`src/rtl/rr_bus_arbiter16.sv`:
```
// rr_bus_arbiter16
//   Round-robin arbiter for 16 requesters sharing one WIDTH-bit result bus.
//   A registered grant drives the select of an internal 16:1 AND-OR mux.
//   Requesters use req/ack. The bus side uses valid/ready.
//
// Ports
//   clk        : single clock, rising edge
//   rst_n      : synchronous active-low reset
//   Req[15:0]  : per-requester pending flag, held until Ack
//   Din        : flattened data, Din[i*WIDTH +: WIDTH] is requester i
//   Ack[15:0]  : one-hot accept strobe, combinational
//   Grant[15:0]: registered one-hot owner, zero when idle
//   Sel[3:0]   : registered binary owner index (mux select)
//   BusData    : selected Din slice
//   BusValid   : high while a grant is held
//   BusReady   : downstream accept

// Per-lane slice: candidate masking and the AND term of the bus mux.
module rr_bus_arbiter16_lane #(
  parameter int WIDTH = 64
) (
  input  logic             i_req,
  input  logic             i_mask,
  input  logic             i_hit,
  input  logic [WIDTH-1:0] i_din,
  output logic             o_cand,
  output logic [WIDTH-1:0] o_data
);
  assign o_cand = i_req & ~i_mask;
  assign o_data = i_din & {WIDTH{i_hit}};
endmodule

module rr_bus_arbiter16 #(
  parameter int WIDTH = 64
) (
  input  logic                clk,
  input  logic                rst_n,
  input  logic [15:0]         Req,
  input  logic [16*WIDTH-1:0] Din,
  output logic [15:0]         Ack,
  output logic [15:0]         Grant,
  output logic [3:0]          Sel,
  output logic [WIDTH-1:0]    BusData,
  output logic                BusValid,
  input  logic                BusReady
);
  localparam int NUM_LANES = 16;

  typedef enum logic {S_IDLE = 1'b0, S_BUSY = 1'b1} state_t;

  state_t      r_state, w_state_nxt;
  logic [15:0] r_grant, w_grant_nxt;
  logic [3:0]  r_sel,   w_sel_nxt;
  logic [3:0]  r_ptr,   w_ptr_nxt;

  logic        w_accept, w_withdraw, w_rearb;
  logic [15:0] w_mask, w_cand;
  logic [3:0]  w_base;
  logic        w_found;
  logic [3:0]  w_win;

  logic [NUM_LANES-1:0][WIDTH-1:0] w_lane_data;

  // First set bit of cand searching base, base+1, ... with 4-bit wrap.
  function automatic logic [4:0] f_pick(input logic [15:0] cand, input logic [3:0] base);
    logic [3:0] idx;
    logic       found;
    logic [3:0] win;
    found = 1'b0;
    win   = 4'd0;
    for (int k = 0; k < NUM_LANES; k++) begin
      idx = base + 4'(k);
      if (!found && cand[idx]) begin
        found = 1'b1;
        win   = idx;
      end
    end
    return {found, win};
  endfunction

  // Bus events in the current cycle
  assign w_accept   = (r_state == S_BUSY) & BusReady;
  assign w_withdraw = (r_state == S_BUSY) & ~BusReady & ~Req[r_sel];
  assign w_rearb    = (r_state == S_IDLE) | w_accept | w_withdraw;

  // On accept, the just-served requester is excluded even though its Req
  // is still high. Search then starts just past it.
  assign w_mask = w_accept ? r_grant : 16'd0;
  assign w_base = w_accept ? (r_sel + 4'd1) : r_ptr;

  genvar gi;
  generate
    for (gi = 0; gi < NUM_LANES; gi++) begin : g_lane
      rr_bus_arbiter16_lane #(.WIDTH(WIDTH)) u_lane (
        .i_req  (Req[gi]),
        .i_mask (w_mask[gi]),
        .i_hit  (r_sel == 4'(gi)),
        .i_din  (Din[gi*WIDTH +: WIDTH]),
        .o_cand (w_cand[gi]),
        .o_data (w_lane_data[gi])
      );
    end
  endgenerate

  assign {w_found, w_win} = f_pick(w_cand, w_base);

  // OR-reduce of the gated lane data completes the 16:1 mux
  always_comb begin
    BusData = '0;
    for (int i = 0; i < NUM_LANES; i++) BusData = BusData | w_lane_data[i];
  end

  // State register
  always_ff @(posedge clk) begin
    if (!rst_n) begin
      r_state <= S_IDLE;
      r_grant <= 16'd0;
      r_sel   <= 4'd0;
      r_ptr   <= 4'd0;
    end else begin
      r_state <= w_state_nxt;
      r_grant <= w_grant_nxt;
      r_sel   <= w_sel_nxt;
      r_ptr   <= w_ptr_nxt;
    end
  end

  // Next-state logic.
  // Grant is held under backpressure with no preemption. Pointer moves only
  // on accept, so a withdrawal re-arbitrates from the unchanged pointer.
  always_comb begin
    w_state_nxt = r_state;
    w_grant_nxt = r_grant;
    w_sel_nxt   = r_sel;
    w_ptr_nxt   = r_ptr;
    if (w_accept) w_ptr_nxt = r_sel + 4'd1;
    if (w_rearb) begin
      if (w_found) begin
        w_state_nxt = S_BUSY;
        w_grant_nxt = 16'd1 << w_win;
        w_sel_nxt   = w_win;
      end else begin
        w_state_nxt = S_IDLE;
        w_grant_nxt = 16'd0;
        w_sel_nxt   = 4'd0;
      end
    end
  end

  // Outputs
  always_comb begin
    BusValid = (r_state == S_BUSY);
    Grant    = r_grant;
    Sel      = r_sel;
    Ack      = r_grant & {16{BusValid & BusReady}};
  end

endmodule

```
`config.mk`:
```
export PLATFORM = sky130hd
export DESIGN_NAME = rr_bus_arbiter16
export DESIGN_NICKNAME = d
export VERILOG_FILES = /design/src/rtl/rr_bus_arbiter16.sv
export SDC_FILE = /design/constraint.sdc
export NUM_CORES = 1
export LEC_CHECK = 0
export ABC_CLOCK_PERIOD_IN_PS = 5600
export BUFFER_PORTS_ARGS = -buffer_cell sky130_fd_sc_hd__buf_2
export CAP_MARGIN = 30
export CELL_PAD_IN_SITES_DETAIL_PLACEMENT = 1
export CELL_PAD_IN_SITES_GLOBAL_PLACEMENT = 2
export CORE_AREA = 2 2 451 453
export DETAILED_ROUTE_END_ITERATION = 12
export DIE_AREA = 0 0 453 455
export GPL_TIMING_DRIVEN = 0
export PLACE_DENSITY_LB_ADDON = 0.1
export SETUP_SLACK_MARGIN = 0.02
export SLEW_MARGIN = 25
export SYNTH_ARGS = -nofsm -noshare
export SYNTH_HDL_FRONTEND = slang
export SYNTH_SLANG_ARGS = --single-unit
export TNS_END_PERCENT = 30
```
`constraint.sdc`:
```
create_clock -name clk -period 5.6 [get_ports clk]
set_input_delay 1.12 -clock clk [delete_from_list [all_inputs] [get_ports clk]]
set_output_delay 1.12 -clock clk [all_outputs]
set_load 0.005 [all_outputs]
```
# Word-level counts from Yosys, hierarchy flattened
# Index checks and enable logic that the tools add are counted.
[word_totals] reg_bits=25 latchBits=0 mem_bits_rw=0 mem_bits_ro=0 inputBits=1043 output_inout_bits=101 elab_cells=227 memories=0
[op_classes] addsub=16 mul=0 n_div=0 n_lt_le_gt_ge=17 n_eq_ne=15 shift=1 n_mux=71 bitwise=72 reduce_logical=31
[ops] cell="$and 64x64->64" count=16
[ops] cell="$or 64x64->64" count=15
[ops] cell="$lt 4x5->1 const B" count=17
[ops] cell="$mux 4" count=18
[ops] cell="$bmux 1 s4" count=17
[ops] cell="$mux 1" count=34
[ops] cell="$add 4x4->4 const B" count=8
[ops] cell="$eq 4x4->1 const B" count=8
[ops] cell="$mux 16" count=2
[ops] cell="$and 1x1->1" count=19
[ops] cell="$not 1->1" count=19
[ops] cell="$add 4x3->4 const B" count=4
[ops] cell="$and 16x16->16" count=1
[ops] cell="$eq 4x3->1 const B" count=4
[ops] cell="$shl 1x4->16 const A" count=1
[ops] cell="$logic_and 1x1->1" count=15
[ops] cell="$logic_not 1->1" count=15
[ops] cell="$add 4x1->4 const B" count=2
[ops] cell="$add 4x2->4 const B" count=2
[ops] cell="$eq 4x2->1 const B" count=2
[ops] cell="$eq 4x1->1 const B" count=1
[ops] cell="$logic_not 4->1" count=1
[ops] cell="$or 1x1->1" count=2

# Depth between registers and ports, before layout
[depth] word_depth=54 mapped_depth=20 mapped_depth_nobuf=16

# Modules after synthesis
# A second synthesis with hierarchy kept.
[unflattened] cells_unflattened=2018 area_unflattened_um2=14594.0
[by_module_without_submodules] mod="rr_bus_arbiter16_lane" instances=16 cells_each=71 area_each_um2=516.7
[by_module_without_submodules] mod="rr_bus_arbiter16" instances=1 cells_each=882 area_each_um2=6326.1

# Worst setup path after synthesis
# Ideal clock, no wire load.
[synth_path] kind="in2reg" startpoint="input port BusReady" endpoint="register r_grant[9] (netlist: Grant[9])" setup_ns=0.117 arrival_ns=5.548 slack_ns=-0.065 stages=19 cell_sequence="and2_1 -> buf_2 -> a21boi_2 -> inv_1 -> buf_2 -> clkbuf_1 -> clkbuf_1 -> ha_1 -> clkbuf_1 -> mux4_2 -> mux2_2 -> mux2i_2 -> a211oi_1 -> and2_1 -> nor2b_1 -> o32ai_2 -> nor2_1 -> and2_1 -> a22o_1"
[synth_via] elab_chain_len=54
[synth_lines] item="from (decl)" line_no="45" source="input logic BusReady"
[synth_lines] item="parallel branches: the longest is 54 deep, another holds $add 4x1->4"
[synth_lines] item="to (signal assigned)" line_no="122" source="r_grant <= w_grant_nxt;"
[synth_lines] item="to (decl)" line_no="52" source="logic [15:0] r_grant, w_grant_nxt;"
# Several ways; the timed one is not identified. The select of a mux whose other input is x is not followed.
# A chain may end at the register's enable or synchronous reset.

# Final worst setup path
[layout_path] startpoint="input port BusReady" endpoint="register r_grant[14] (netlist: Grant[14])"
# The elaborated chain is that of the path after synthesis.

==> results.json <==
{
  "grtUsageTotal": 0.211,
  "cts_sinks": 25,
  "core_area_mm2": 0.201,
  "start_util": 0.0481,
  "path_clk_slew_ns": 0.07,
  "min_period_ns": 5.54,
  "grt_first_pass_wirelength_um": 274000,
  "gp_congestion": 0.956,
  "worst-path-buf-inv": 7,
  "async_flop_share": 0,
  "ys_types": 78,
  "rrSetupSlack_ns": 0.18,
  "cp_slowest_cell": "mux4_2",
  "ys_warn_count": 0,
  "crit_path_start": "BusReady",
  "synth_area_mm2": 0.00969,
  "h-tree-depth": 1,
  "vias": 20400,
  "setup_viol": 0,
  "grt_max_degree": 16,
  "max-cap-violations": 0,
  "clk_path_buf_depth": 2,
  "postSynthCellCount": 1278,
  "r2r_start": "Sel[0]$_SDFFE_PN0P_",
  "hold_path.class": "flop to flop",
  "yosysTopAreaCellShare": 0.246,
  "pre_cts_slack_ns": -2.32,
  "power.density_mw_per_mm2": 334,
  "holdWs_ns": 0.551,
  "ant_nets": 0,
  "port_buffers": 1143,
  "antenna_found_initial": 201,
  "yosysSeqAreaShare": 0.0516,
  "rows": 165,
  "vdd_drop_max_v": 0.000147,
  "critical-path-max-stage-delay_ns": 0.65,
  "ys.flop_type": "dfxtp_1",
  "vias_per_cell": 3.86,
  "remaining_drc_errors": 0,
  "cts_made_buffers": 3,
  "synth_most_common_cell": "a22o_1",
  "io_pins": 1144,
  "drv_slew": 0,
  "power.leakage_nw": 9.17,
  "fmax_mhz": 181,
  "drive_above_1_share": 0.581,
  "synth_top_cell_by_area": "a22o_1",
  "cp_max_fo": 10,
  "start_kind": "input port",
  "final_cells": 5278,
  "hold_violations": 0,
  "worst_pin_slew_ns": 1.02,
  "fin_nets": 3562,
  "synth_area_leaders": "a22o_1 (25%), a221oi_1 (23%), nand4_1 (5.3%)",
  "synth_edf_count": 0,
  "status": "finished clean",
  "synth-seq-cells": 25,
  "cp_top_family": "compound AO/OA/AOI/OAI gates",
  "r2r_cells": 20,
  "cp_cell_sequence": "buf_4 -> and2_4 -> buf_8 -> a21boi_4 -> inv_2 -> buf_8 -> clkbuf_16 -> clkbuf_16 -> ha_4 -> buf_8 -> mux4_2 -> mux2_4 -> mux2_4 -> a21oi_2 -> o21ai_2 -> a221oi_2 -> o21bai_2 -> a32oi_4 -> nor3b_4 -> a22o_1",
  "first_pass_iters": 5,
  "cts_tree": "built",
  "synth_nets": 2326,
  "routed_wl_um": 230000,
  "postSynthAreaPerCell_um2": 7.58,
  "clkLatencyLatePin_ns": 0.27,
  "crit_end": "Grant[14]$_SDFFE_PN0P_",
  "hold_buffers": 0,
  "setup_slack_ns": 0.0603,
  "area.growth.synth_to_final_pct": 121,
  "cp.arrival_ns": 5.75,
  "ctsRootBufferMaster": "clkbuf_16",
  "end_kind": "flop",
  "synth_common_cells": "a22o_1 (272), a221oi_1 (260), clkbuf_1 (97)",
  "hpwl_um": 206000,
  "crit_type": "input port to flop",
  "cp.depth": 20,
  "r2r_end": "Grant[14]$_SDFFE_PN0P_",
  "relSlewSlack": 0.319,
  "finalClockSkew_ns": 0.00522,
  "first_global_vias": 20500,
  "die_h_um": 455,
  "fin_crit_sh": 0.989,
  "rsz0062_at_grt": "no",
  "die_area_mm2": 0.206,
  "post_drt_wl_per_cell_um": 43.5,
  "cp.required_ns": 5.81,
  "chipWidth_um": 453,
  "timing.critical_path.mode_cell": "buf_8",
  "drtIter0Drc": 1765,
  "overflow": 0,
  "place_inst": 5160
}
[routing by layer]
layer / vias up / track usage / wire [um]
li1: 8247 / - / -
met1: 10400 / 0.231 / 85600
met2: 1297 / 0.386 / 118000
met3: 403 / 0.0560 / 16500
met4: 58 / 0.0765 / 9250
met5: - / 0 / 392
[cells by family after synthesis]
| group | after synthesis | share of synthesized area |
|---|---|---|
| flip-flops | 25 | 0.0516 |
| XOR/XNOR | 13 | 0.0174 |
| buffers and inverters | 183 | 0.0740 |
| adder cells (fa/ha/maj) | 5 | 0.00646 |
| AND/OR/NAND/NOR | 302 | 0.171 |
| multiplexers | 48 | 0.0704 |
| AO/OA/AOI/OAI | 702 | 0.609 |
[flip-flops by register name, indices dropped and copies added, names as in the netlist]
name	flops
BusValid	1
r_ptr	4
Sel	4
Grant	16
[cells in the final DEF (no fill, tap or decap), types with 5 or more instances in the layout]
master,netlist,final
buf_2,18,1189
a22o_1,272,272
a221oi_1,260,256
diode_2,0,93
nand4_1,82,82
clkbuf_2,0,74
nand2_1,54,53
nor2_1,42,40
nand3_1,39,37
buf_16,0,37
o211ai_1,36,36
inv_1,29,28
dfxtp_1,25,23
buf_4,2,23
a21oi_1,28,23
buf_12,0,22
and2_1,22,21
o21ai_0,21,21
clkbuf_1,97,19
mux2i_1,21,19
mux4_2,14,14
and3_1,11,10
nand2b_1,9,9
buf_6,0,8
o2111ai_1,8,8
nor2b_1,8,7
o221ai_1,7,7
buf_8,0,6
nand3b_1,6,6
xnor2_1,6,6
mux2_2,9,6
a31oi_1,7,6
nor3_1,8,6
o22ai_1,6,6
clkbuf_16,0,5
[worst min path at each step]
stage                     slack [ns]                   start                     end  cells past startpoint
after floorplan                 0.49   Grant[3]$_SDFFE_PN0P_   Grant[3]$_SDFFE_PN0P_                      1
after global placement          0.54   Grant[3]$_SDFFE_PN0P_   Grant[3]$_SDFFE_PN0P_                      1
after detailed placement        0.54  Grant[13]$_SDFFE_PN0P_  Grant[13]$_SDFFE_PN0P_                      1
after CTS                       0.56  Grant[13]$_SDFFE_PN0P_  Grant[13]$_SDFFE_PN0P_                      1
after global routing            0.59  Grant[13]$_SDFFE_PN0P_  Grant[13]$_SDFFE_PN0P_                      1
final                           0.55  Grant[13]$_SDFFE_PN0P_  Grant[13]$_SDFFE_PN0P_                      1
[layout make-up]
class	instances	area, um2
Fill cell	24200	180000
Multi-Input combinational cell	1070	8820
Timing Repair Buffer	1232	7440
Tap cell	2672	3340
Buffer	152	841
Sequential cell	25	508
Antenna cell	93	233
Inverter	30	115
Clock buffer	3	75.1
Clock inverter	1	7.51
[report_power, final]
part / switching (mW) / internal, mW
registers: 0.0603 / 0.211
logic: 4.21 / 2.49
clock network: 0.0727 / 0.0973
total: 4.34 / 2.80
[per-stage QoR]
step	utilization	TNS (ns)	cell area, um2	power (mW)
2_1_floorplan	-	0	9690	2.73
3_3_place_gp	0.0932	-131.78	18800	6.20
3_5_place_dp	0.101	-46.50	20400	6.64
4_1_cts	0.104	0	21000	7.15
5_1_grt	0.106	0	21300	7.48
6_report	0.106	0	21400	7.14
[repair_timing]
action                     in CTS  in global routing
gates resized for setup        87                 18
pin swaps                      15                  8
buffers inserted               15                  6
setup endpoints to repair      30                 17
(Power assumes the default switching activity.)
